[config.mk]
export PLATFORM = sky130hd
export DESIGN_NAME = pipe_hazard_ctrl_flat
export DESIGN_NICKNAME = d
export VERILOG_FILES = /design/src/rtl/pipe_hazard_ctrl_if.sv /design/src/rtl/pipe_hazard_ctrl.sv /design/src/flat_wrapper.sv
export SDC_FILE = /design/constraint.sdc
export NUM_CORES = 1
export LEC_CHECK = 0
export CAP_MARGIN = 10
export CORE_UTILIZATION = 50
export CTS_CLUSTER_SIZE = 24
export DETAILED_ROUTE_END_ITERATION = 7
export GPL_TIMING_DRIVEN = 0
export PLACE_DENSITY_LB_ADDON = 0.05
export SYNTH_ARGS = -nofsm -noshare
export SYNTH_HDL_FRONTEND = slang
export SYNTH_SLANG_ARGS = --single-unit
[constraint.sdc]
create_clock -name clk -period 5.35 [get_ports clk]
set_input_delay 1.07 -clock clk [delete_from_list [all_inputs] [get_ports clk]]
set_output_delay 1.07 -clock clk [all_outputs]
set_load 0.005 [all_outputs]
[src/rtl/pipe_hazard_ctrl_if.sv]
// Hazard-controller bundle: pipeline-side status in, stall/flush controls out.
// The pipeline side is the master; the controller is the slave.
interface pipe_hazard_ctrl_if;
    logic [4:0]  D_rs;
    logic [4:0]  D_rt;
    logic [1:0]  D_Tuse_rs;
    logic [1:0]  D_Tuse_rt;
    logic [4:0]  E_A3;
    logic [1:0]  E_Tnew;
    logic [4:0]  M_A3;
    logic [1:0]  M_Tnew;
    logic        D_md_use;
    logic        E_md_start;
    logic        E_md_is_div;
    logic        D_eret;
    logic        E_mtc0_epc;
    logic        M_mtc0_epc;
    logic        D_likely_null;
    logic        int_req;
    logic        PC_WE;
    logic        IFID_WE;
    logic        IFID_clr;
    logic        IDEX_clr;
    logic        flush_all;
    logic        md_busy;
    logic [31:0] stall_cycles;

    modport master (
        output D_rs, D_rt, D_Tuse_rs, D_Tuse_rt, E_A3, E_Tnew, M_A3, M_Tnew,
               D_md_use, E_md_start, E_md_is_div, D_eret, E_mtc0_epc,
               M_mtc0_epc, D_likely_null, int_req,
        input  PC_WE, IFID_WE, IFID_clr, IDEX_clr, flush_all, md_busy,
               stall_cycles
    );

    modport slave (
        input  D_rs, D_rt, D_Tuse_rs, D_Tuse_rt, E_A3, E_Tnew, M_A3, M_Tnew,
               D_md_use, E_md_start, E_md_is_div, D_eret, E_mtc0_epc,
               M_mtc0_epc, D_likely_null, int_req,
        output PC_WE, IFID_WE, IFID_clr, IDEX_clr, flush_all, md_busy,
               stall_cycles
    );
endinterface

[src/rtl/pipe_hazard_ctrl.sv]
// Stall/flush sequencer for the 5-stage MIPS pipeline: Tuse/Tnew hazards,
// mult/div occupancy, eret/EPC ordering, exception flush and likely-nullify.
module pipe_hazard_ctrl #(
    parameter int unsigned MULT_CYC = 5,
    parameter int unsigned DIV_CYC  = 10,
    parameter int unsigned CNT_W    = 4
) (
    input  logic               clk,
    input  logic               reset,
    pipe_hazard_ctrl_if.slave  hz
);

    logic [CNT_W-1:0] cnt;
    logic             stall_rs;
    logic             stall_rt;
    logic             stall_md;
    logic             stall_eret;
    logic             stall;
    logic             busy;

    always_comb begin
        stall_rs = (hz.D_rs != 5'd0) &&
                   (((hz.E_A3 == hz.D_rs) && (hz.D_Tuse_rs < hz.E_Tnew)) ||
                    ((hz.M_A3 == hz.D_rs) && (hz.D_Tuse_rs < hz.M_Tnew)));
        stall_rt = (hz.D_rt != 5'd0) &&
                   (((hz.E_A3 == hz.D_rt) && (hz.D_Tuse_rt < hz.E_Tnew)) ||
                    ((hz.M_A3 == hz.D_rt) && (hz.D_Tuse_rt < hz.M_Tnew)));
        busy       = (cnt != '0) || hz.E_md_start;
        stall_md   = hz.D_md_use && busy;
        stall_eret = hz.D_eret && (hz.E_mtc0_epc || hz.M_mtc0_epc);
        stall      = (stall_rs || stall_rt || stall_md || stall_eret) && !hz.int_req;
    end

    // Priority: exception flush, then stall, then likely-nullify.
    always_comb begin
        hz.PC_WE     = 1'b1;
        hz.IFID_WE   = 1'b1;
        hz.IFID_clr  = 1'b0;
        hz.IDEX_clr  = 1'b0;
        hz.flush_all = 1'b0;
        hz.md_busy   = busy;
        if (hz.int_req) begin
            hz.flush_all = 1'b1;
        end else if (stall) begin
            hz.PC_WE    = 1'b0;
            hz.IFID_WE  = 1'b0;
            hz.IDEX_clr = 1'b1;
        end else if (hz.D_likely_null) begin
            hz.IFID_clr = 1'b1;
        end
    end

    // A start cancelled by an exception does not load, but a running count
    // keeps draining since HI/LO are committed by the unit regardless.
    always_ff @(posedge clk) begin
        if (!reset) begin
            cnt <= '0;
        end else if (hz.E_md_start && !hz.int_req) begin
            cnt <= hz.E_md_is_div ? CNT_W'(DIV_CYC) : CNT_W'(MULT_CYC);
        end else if (cnt != '0) begin
            cnt <= cnt - 1'b1;
        end
    end

    always_ff @(posedge clk) begin
        if (!reset) begin
            hz.stall_cycles <= '0;
        end else if (stall && (hz.stall_cycles != '1)) begin
            hz.stall_cycles <= hz.stall_cycles + 32'd1;
        end
    end

endmodule

[src/flat_wrapper.sv]
// flat-port wrapper written by rule: the top's interface ports become plain ports
module pipe_hazard_ctrl_flat 
#(
    parameter int unsigned MULT_CYC = 5,
    parameter int unsigned DIV_CYC  = 10,
    parameter int unsigned CNT_W    = 4
)
  (clk, reset, hz_D_rs, hz_D_rt, hz_D_Tuse_rs, hz_D_Tuse_rt, hz_E_A3, hz_E_Tnew, hz_M_A3, hz_M_Tnew, hz_D_md_use, hz_E_md_start, hz_E_md_is_div, hz_D_eret, hz_E_mtc0_epc, hz_M_mtc0_epc, hz_D_likely_null, hz_int_req, hz_PC_WE, hz_IFID_WE, hz_IFID_clr, hz_IDEX_clr, hz_flush_all, hz_md_busy, hz_stall_cycles);
  pipe_hazard_ctrl_if hz_i ();
  input  logic clk;
  input  logic reset;
  input wire logic [$bits(hz_i.D_rs)-1:0] hz_D_rs;
  input wire logic [$bits(hz_i.D_rt)-1:0] hz_D_rt;
  input wire logic [$bits(hz_i.D_Tuse_rs)-1:0] hz_D_Tuse_rs;
  input wire logic [$bits(hz_i.D_Tuse_rt)-1:0] hz_D_Tuse_rt;
  input wire logic [$bits(hz_i.E_A3)-1:0] hz_E_A3;
  input wire logic [$bits(hz_i.E_Tnew)-1:0] hz_E_Tnew;
  input wire logic [$bits(hz_i.M_A3)-1:0] hz_M_A3;
  input wire logic [$bits(hz_i.M_Tnew)-1:0] hz_M_Tnew;
  input wire logic [$bits(hz_i.D_md_use)-1:0] hz_D_md_use;
  input wire logic [$bits(hz_i.E_md_start)-1:0] hz_E_md_start;
  input wire logic [$bits(hz_i.E_md_is_div)-1:0] hz_E_md_is_div;
  input wire logic [$bits(hz_i.D_eret)-1:0] hz_D_eret;
  input wire logic [$bits(hz_i.E_mtc0_epc)-1:0] hz_E_mtc0_epc;
  input wire logic [$bits(hz_i.M_mtc0_epc)-1:0] hz_M_mtc0_epc;
  input wire logic [$bits(hz_i.D_likely_null)-1:0] hz_D_likely_null;
  input wire logic [$bits(hz_i.int_req)-1:0] hz_int_req;
  output wire logic [$bits(hz_i.PC_WE)-1:0] hz_PC_WE;
  output wire logic [$bits(hz_i.IFID_WE)-1:0] hz_IFID_WE;
  output wire logic [$bits(hz_i.IFID_clr)-1:0] hz_IFID_clr;
  output wire logic [$bits(hz_i.IDEX_clr)-1:0] hz_IDEX_clr;
  output wire logic [$bits(hz_i.flush_all)-1:0] hz_flush_all;
  output wire logic [$bits(hz_i.md_busy)-1:0] hz_md_busy;
  output wire logic [$bits(hz_i.stall_cycles)-1:0] hz_stall_cycles;
  assign hz_i.D_rs = hz_D_rs;
  assign hz_i.D_rt = hz_D_rt;
  assign hz_i.D_Tuse_rs = hz_D_Tuse_rs;
  assign hz_i.D_Tuse_rt = hz_D_Tuse_rt;
  assign hz_i.E_A3 = hz_E_A3;
  assign hz_i.E_Tnew = hz_E_Tnew;
  assign hz_i.M_A3 = hz_M_A3;
  assign hz_i.M_Tnew = hz_M_Tnew;
  assign hz_i.D_md_use = hz_D_md_use;
  assign hz_i.E_md_start = hz_E_md_start;
  assign hz_i.E_md_is_div = hz_E_md_is_div;
  assign hz_i.D_eret = hz_D_eret;
  assign hz_i.E_mtc0_epc = hz_E_mtc0_epc;
  assign hz_i.M_mtc0_epc = hz_M_mtc0_epc;
  assign hz_i.D_likely_null = hz_D_likely_null;
  assign hz_i.int_req = hz_int_req;
  assign hz_PC_WE = hz_i.PC_WE;
  assign hz_IFID_WE = hz_i.IFID_WE;
  assign hz_IFID_clr = hz_i.IFID_clr;
  assign hz_IDEX_clr = hz_i.IDEX_clr;
  assign hz_flush_all = hz_i.flush_all;
  assign hz_md_busy = hz_i.md_busy;
  assign hz_stall_cycles = hz_i.stall_cycles;
  pipe_hazard_ctrl #(.MULT_CYC(MULT_CYC), .DIV_CYC(DIV_CYC), .CNT_W(CNT_W)) u_core (.clk(clk), .reset(reset), .hz(hz_i));
endmodule
==> impl.org <==
** Timing
- Relative slew slack :: 51.3%
- Of the available clock period, the critical path in the final layout requires 87.8%.
- Setup repair after global routing left no endpoint under its margin.
- Accumulated negative setup slack :: 0 ns
- For the finished layout, the period the worst path requires is approximately 4.7 ns.
- The count of pins over their slew limit came to 0.
- Clk_skew :: 0.0133 ns
- The total count of hold-check failures in the final report came to 0.
- Setup violations remaining at the end of the flow were counted as 0.
- For this run, the top clock speed supported by timing is roughly 210 MHz.
- Pin slew with the least headroom to its limit :: between 0.7 and 0.8 ns

** Floorplanning
- The core region is ~4400 sq um.
- Initial Util :: 52.9%
- Full die area :: 4980 sq um
- In this run the vertical extent of the chip is 70.6 um.
- For this design the top-level I/O count stands at 76.
- The die is 70.6 um wide.
- Cell Rows :: 24

** Setup path
- The worst setup path is launched from an input port.
- Walking the worst path, the cells encountered are clkdlybuf4s50_1 -> inv_1 -> ha_1 -> a211oi_1 -> a22oi_1 -> o221ai_1 -> buf_2 -> nand2_1 -> buf_4 -> clkdlybuf4s50_1.
- In this run the worst path has a maximum fanout of 10.
- Most repeated library cell on the critical path :: sky130_fd_sc_hd__clkdlybuf4s50_1
- The largest individual stage delay along the critical path comes from the cell sky130_fd_sc_hd__clkdlybuf4s50_1.
- In this design, the stage delay of the slowest critical-path cell is 0.45 ns.
- Count of cells along the worst register-to-register path :: 11
- CP Capture Type :: primary output
- Type of the setup path with the least slack :: input port to primary output
- Data arrives at the worst endpoint at roughly 3.6 ns.
- Worst Path Required :: 4.28 ns

** Power and ir drop
- Summed over all cells, the static leakage comes to 1.16 nW.
- Seq pwr share :: between 30 and 40%
- Proportion of power drawn by the clock network :: 31.5%
- Comb power frac :: between 20% and 30%
- IR drop worst, VDD :: 0.000145 V
- After layout, the design draws a total of 0.754 mW.
- Fraction of power spent switching nets :: a little under 30%
- Cell internal power was estimated by the tool at ~0.53 mW.
- Power Density :: 231 nW/um^2
- Summed over all nets, the switching power comes to around 0.22 mW.

** Status
- The final reports fail on design-rule violations.
- Outcome :: finished, violations left

** Min path
- Hold Path Cell Cnt :: 2
- Hold/Removal Path Class :: register to register

** Routing
- Once detail routing completed, the nets flagged for antenna violations numbered 0.
- Remaining DRCs :: 8
- After detailed routing, the total wire length is 6.31 mm.
- In this run, the number of DRC markers left after iteration 0 of detailed routing was 187.
- Wirelength per Cell :: 14.9 um
- Number of detailed-route iterations in the first pass :: 6
- Via count :: roughly 2.4k
- Dividing the detail-routed via count by the number of cells gives 5.76.

** Cells and area
- Nets :: approximately 420
- The number of antenna diodes in the final layout is 0.
- From synthesis to final layout, the design area changed by 38.9%.
- In the final layout, the share of cells above drive strength 1 is 6.45%.
- Summing all non-filler instances in the final layout gives an area of 3260 sq um.
- Util after Layout :: between 70% and 80%
- In the layout the commonest cells are 74 x sky130_fd_sc_hd__clkdlybuf4s50_1, 36 x sky130_fd_sc_hd__dfxtp_1, 25 x sky130_fd_sc_hd__xor2_1.
- The library cell used most frequently in the layout, excluding fill and tap cells, is sky130_fd_sc_hd__clkdlybuf4s50_1.

** Placed design
- The congestion estimate from routability-driven global placement came to roughly 0.93.
- In this run the cell area measured after placement is 3160 sq um.
- Total of buffers placed on input and output ports :: 74
- After legalization and detailed placement, the total HPWL measured 4.74 mm.

** Clocking
- The H-tree was split into 2 levels.
- Clock net sink count :: 36
- The number of gates resized after CTS was 0.
- Root Driver :: sky130_fd_sc_hd__clkbuf_8
- Number of buffers inserted by post-CTS setup repair :: 0
- Clock latency on the worst-skew pair, taken at its later pin, is 0.30 ns.
- For this design, the CTS-stage hold fixing added 0 buffers.
- Clock tree synthesis inserted a total of 5 buffers.
- Clk buf depth :: 2
- Clock slew at reported path FFs :: 0.08 ns
- TritonCTS built the clock tree.

** Yosys
- After synthesis the cells add up to approximately 2300 sq um.
- Sequential share of the synthesized area :: 30.7%
- The synthesized design spends more area on one cell type than any other, namely sky130_fd_sc_hd__dfxtp_1.
- After technology mapping, the gate count stands at 290.
- Number of register bits inferred by synthesis :: 36
- Synthesis produced a netlist with a net count of 335.
- Post-synth top area share :: 30.7%
- Yosys mapped a number of flops with a built-in enable equal to 0.
- Count of yosys warnings during synthesis :: 0
- Post-synthesis cell type count :: 49
- Cell types with the largest area share after synthesis :: sky130_fd_sc_hd__dfxtp_1 31%, sky130_fd_sc_hd__xor2_1 9.3%, sky130_fd_sc_hd__xnor2_1 4.5%
- A synthesized cell averages 8.10 sq um.
- Prevailing post-synth register cell :: sky130_fd_sc_hd__dfxtp_1
- For this run, asynchronously set or reset flops after synthesis account for 0%.

** GRT
- The first global-routing pass estimated 10.7 mm of wire.
- Via count of the first global-routing pass :: 2314
- Residual overflow from global routing :: 0
- Entering global routing, the biggest net connects 12 pins.
- The number of antenna violations at the first check in global routing came to 0.
- Global routing used 26.9% of the available tracks across all layers.

** Run
- Max-cap violations in this run came to 0.
## state kept, by name (all words and copies together) (netlist names)
signal,flops
u_core.cnt,4
u_core.hz.stall_cycles,32
## critical path: cells and delay by family
family	cells	cell delay (ns)
fa+ha+maj	1	0.29
compound gates	3	0.70
buf+inv	5	1.40
simple gates	1	0.18
## through the flow
stage	cells	setup WS [ns]	hold WS, ns
CTS	424	0.653	0.498
floorplan	290	1.86	0.474
global placement	416	0.686	0.471
global route	424	0.397	0.530
detailed placement	416	0.672	0.487
finish	424	0.652	0.499
## Yosys cell counts (8+ instances only)
cell                       instances
sky130_fd_sc_hd__dfxtp_1          36
sky130_fd_sc_hd__nand3_1          16
sky130_fd_sc_hd__nor4_1           11
sky130_fd_sc_hd__a21oi_1          15
sky130_fd_sc_hd__nand2b_1          9
sky130_fd_sc_hd__nand2_1          21
sky130_fd_sc_hd__inv_1            13
sky130_fd_sc_hd__xnor2_1          12
sky130_fd_sc_hd__or4_1             8
sky130_fd_sc_hd__nand4_1          14
sky130_fd_sc_hd__nor2_1           23
sky130_fd_sc_hd__clkbuf_1          8
sky130_fd_sc_hd__xor2_1           25
## routing by layer
layer,vias to the layer above,track usage (%),routed length [um]
li1,1204,-,-
met1,1123,35.1,2780
met2,103,44.7,2940
met3,12,5.27,486
met4,0,9.33,98
met5,-,0,0
## kinds of logic after synthesis
| kind of cell | Yosys count | share of synthesized area (%) |
|---|---|---|
| compound gates | 37 | 9.96 |
| xor+xnor | 37 | 13.8 |
| fa+ha+maj | 7 | 3.73 |
| buf+inv | 28 | 5.01 |
| flops | 36 | 30.7 |
| mux | 5 | 2.13 |
| simple gates | 140 | 34.7 |
## path summary, 6_finish.rpt
path	to	startpoint	slack (ns)
setup / recovery	hz_PC_WE	hz_M_Tnew[1]	0.65
hold reg to reg	u_core.hz.stall_cycles[31]	u_core.hz.stall_cycles[31]	0.50
hold / removal	u_core.hz.stall_cycles[31]	u_core.hz.stall_cycles[31]	0.50
setup reg to reg	u_core.hz.stall_cycles[14]	u_core.cnt[0]	2.75
## cell type report
cell class                 instances  area [sq um]
timing repair buffer              74           741
multi-input combinational        226          1510
fill                             380          1180
tap                               52          65.1
buffer                            15          68.8
inverter                          13          48.8
sequential                        36           721
clock inverter                     2          35.0
clock buffer                       6          72.6
## power by group through the flow
stage | Combinational [mW] | Clock, mW | Sequential, mW
2_1_floorplan | 0.136 | 0 | 0.301
5_1_grt | 0.243 | 0.250 | 0.301
4_1_cts | 0.219 | 0.241 | 0.298
3_3_place_gp | 0.214 | 0 | 0.304
3_5_place_dp | 0.217 | 0 | 0.305
6_report | 0.218 | 0.237 | 0.298
Note: power is estimated with default switching activity, not from simulation.
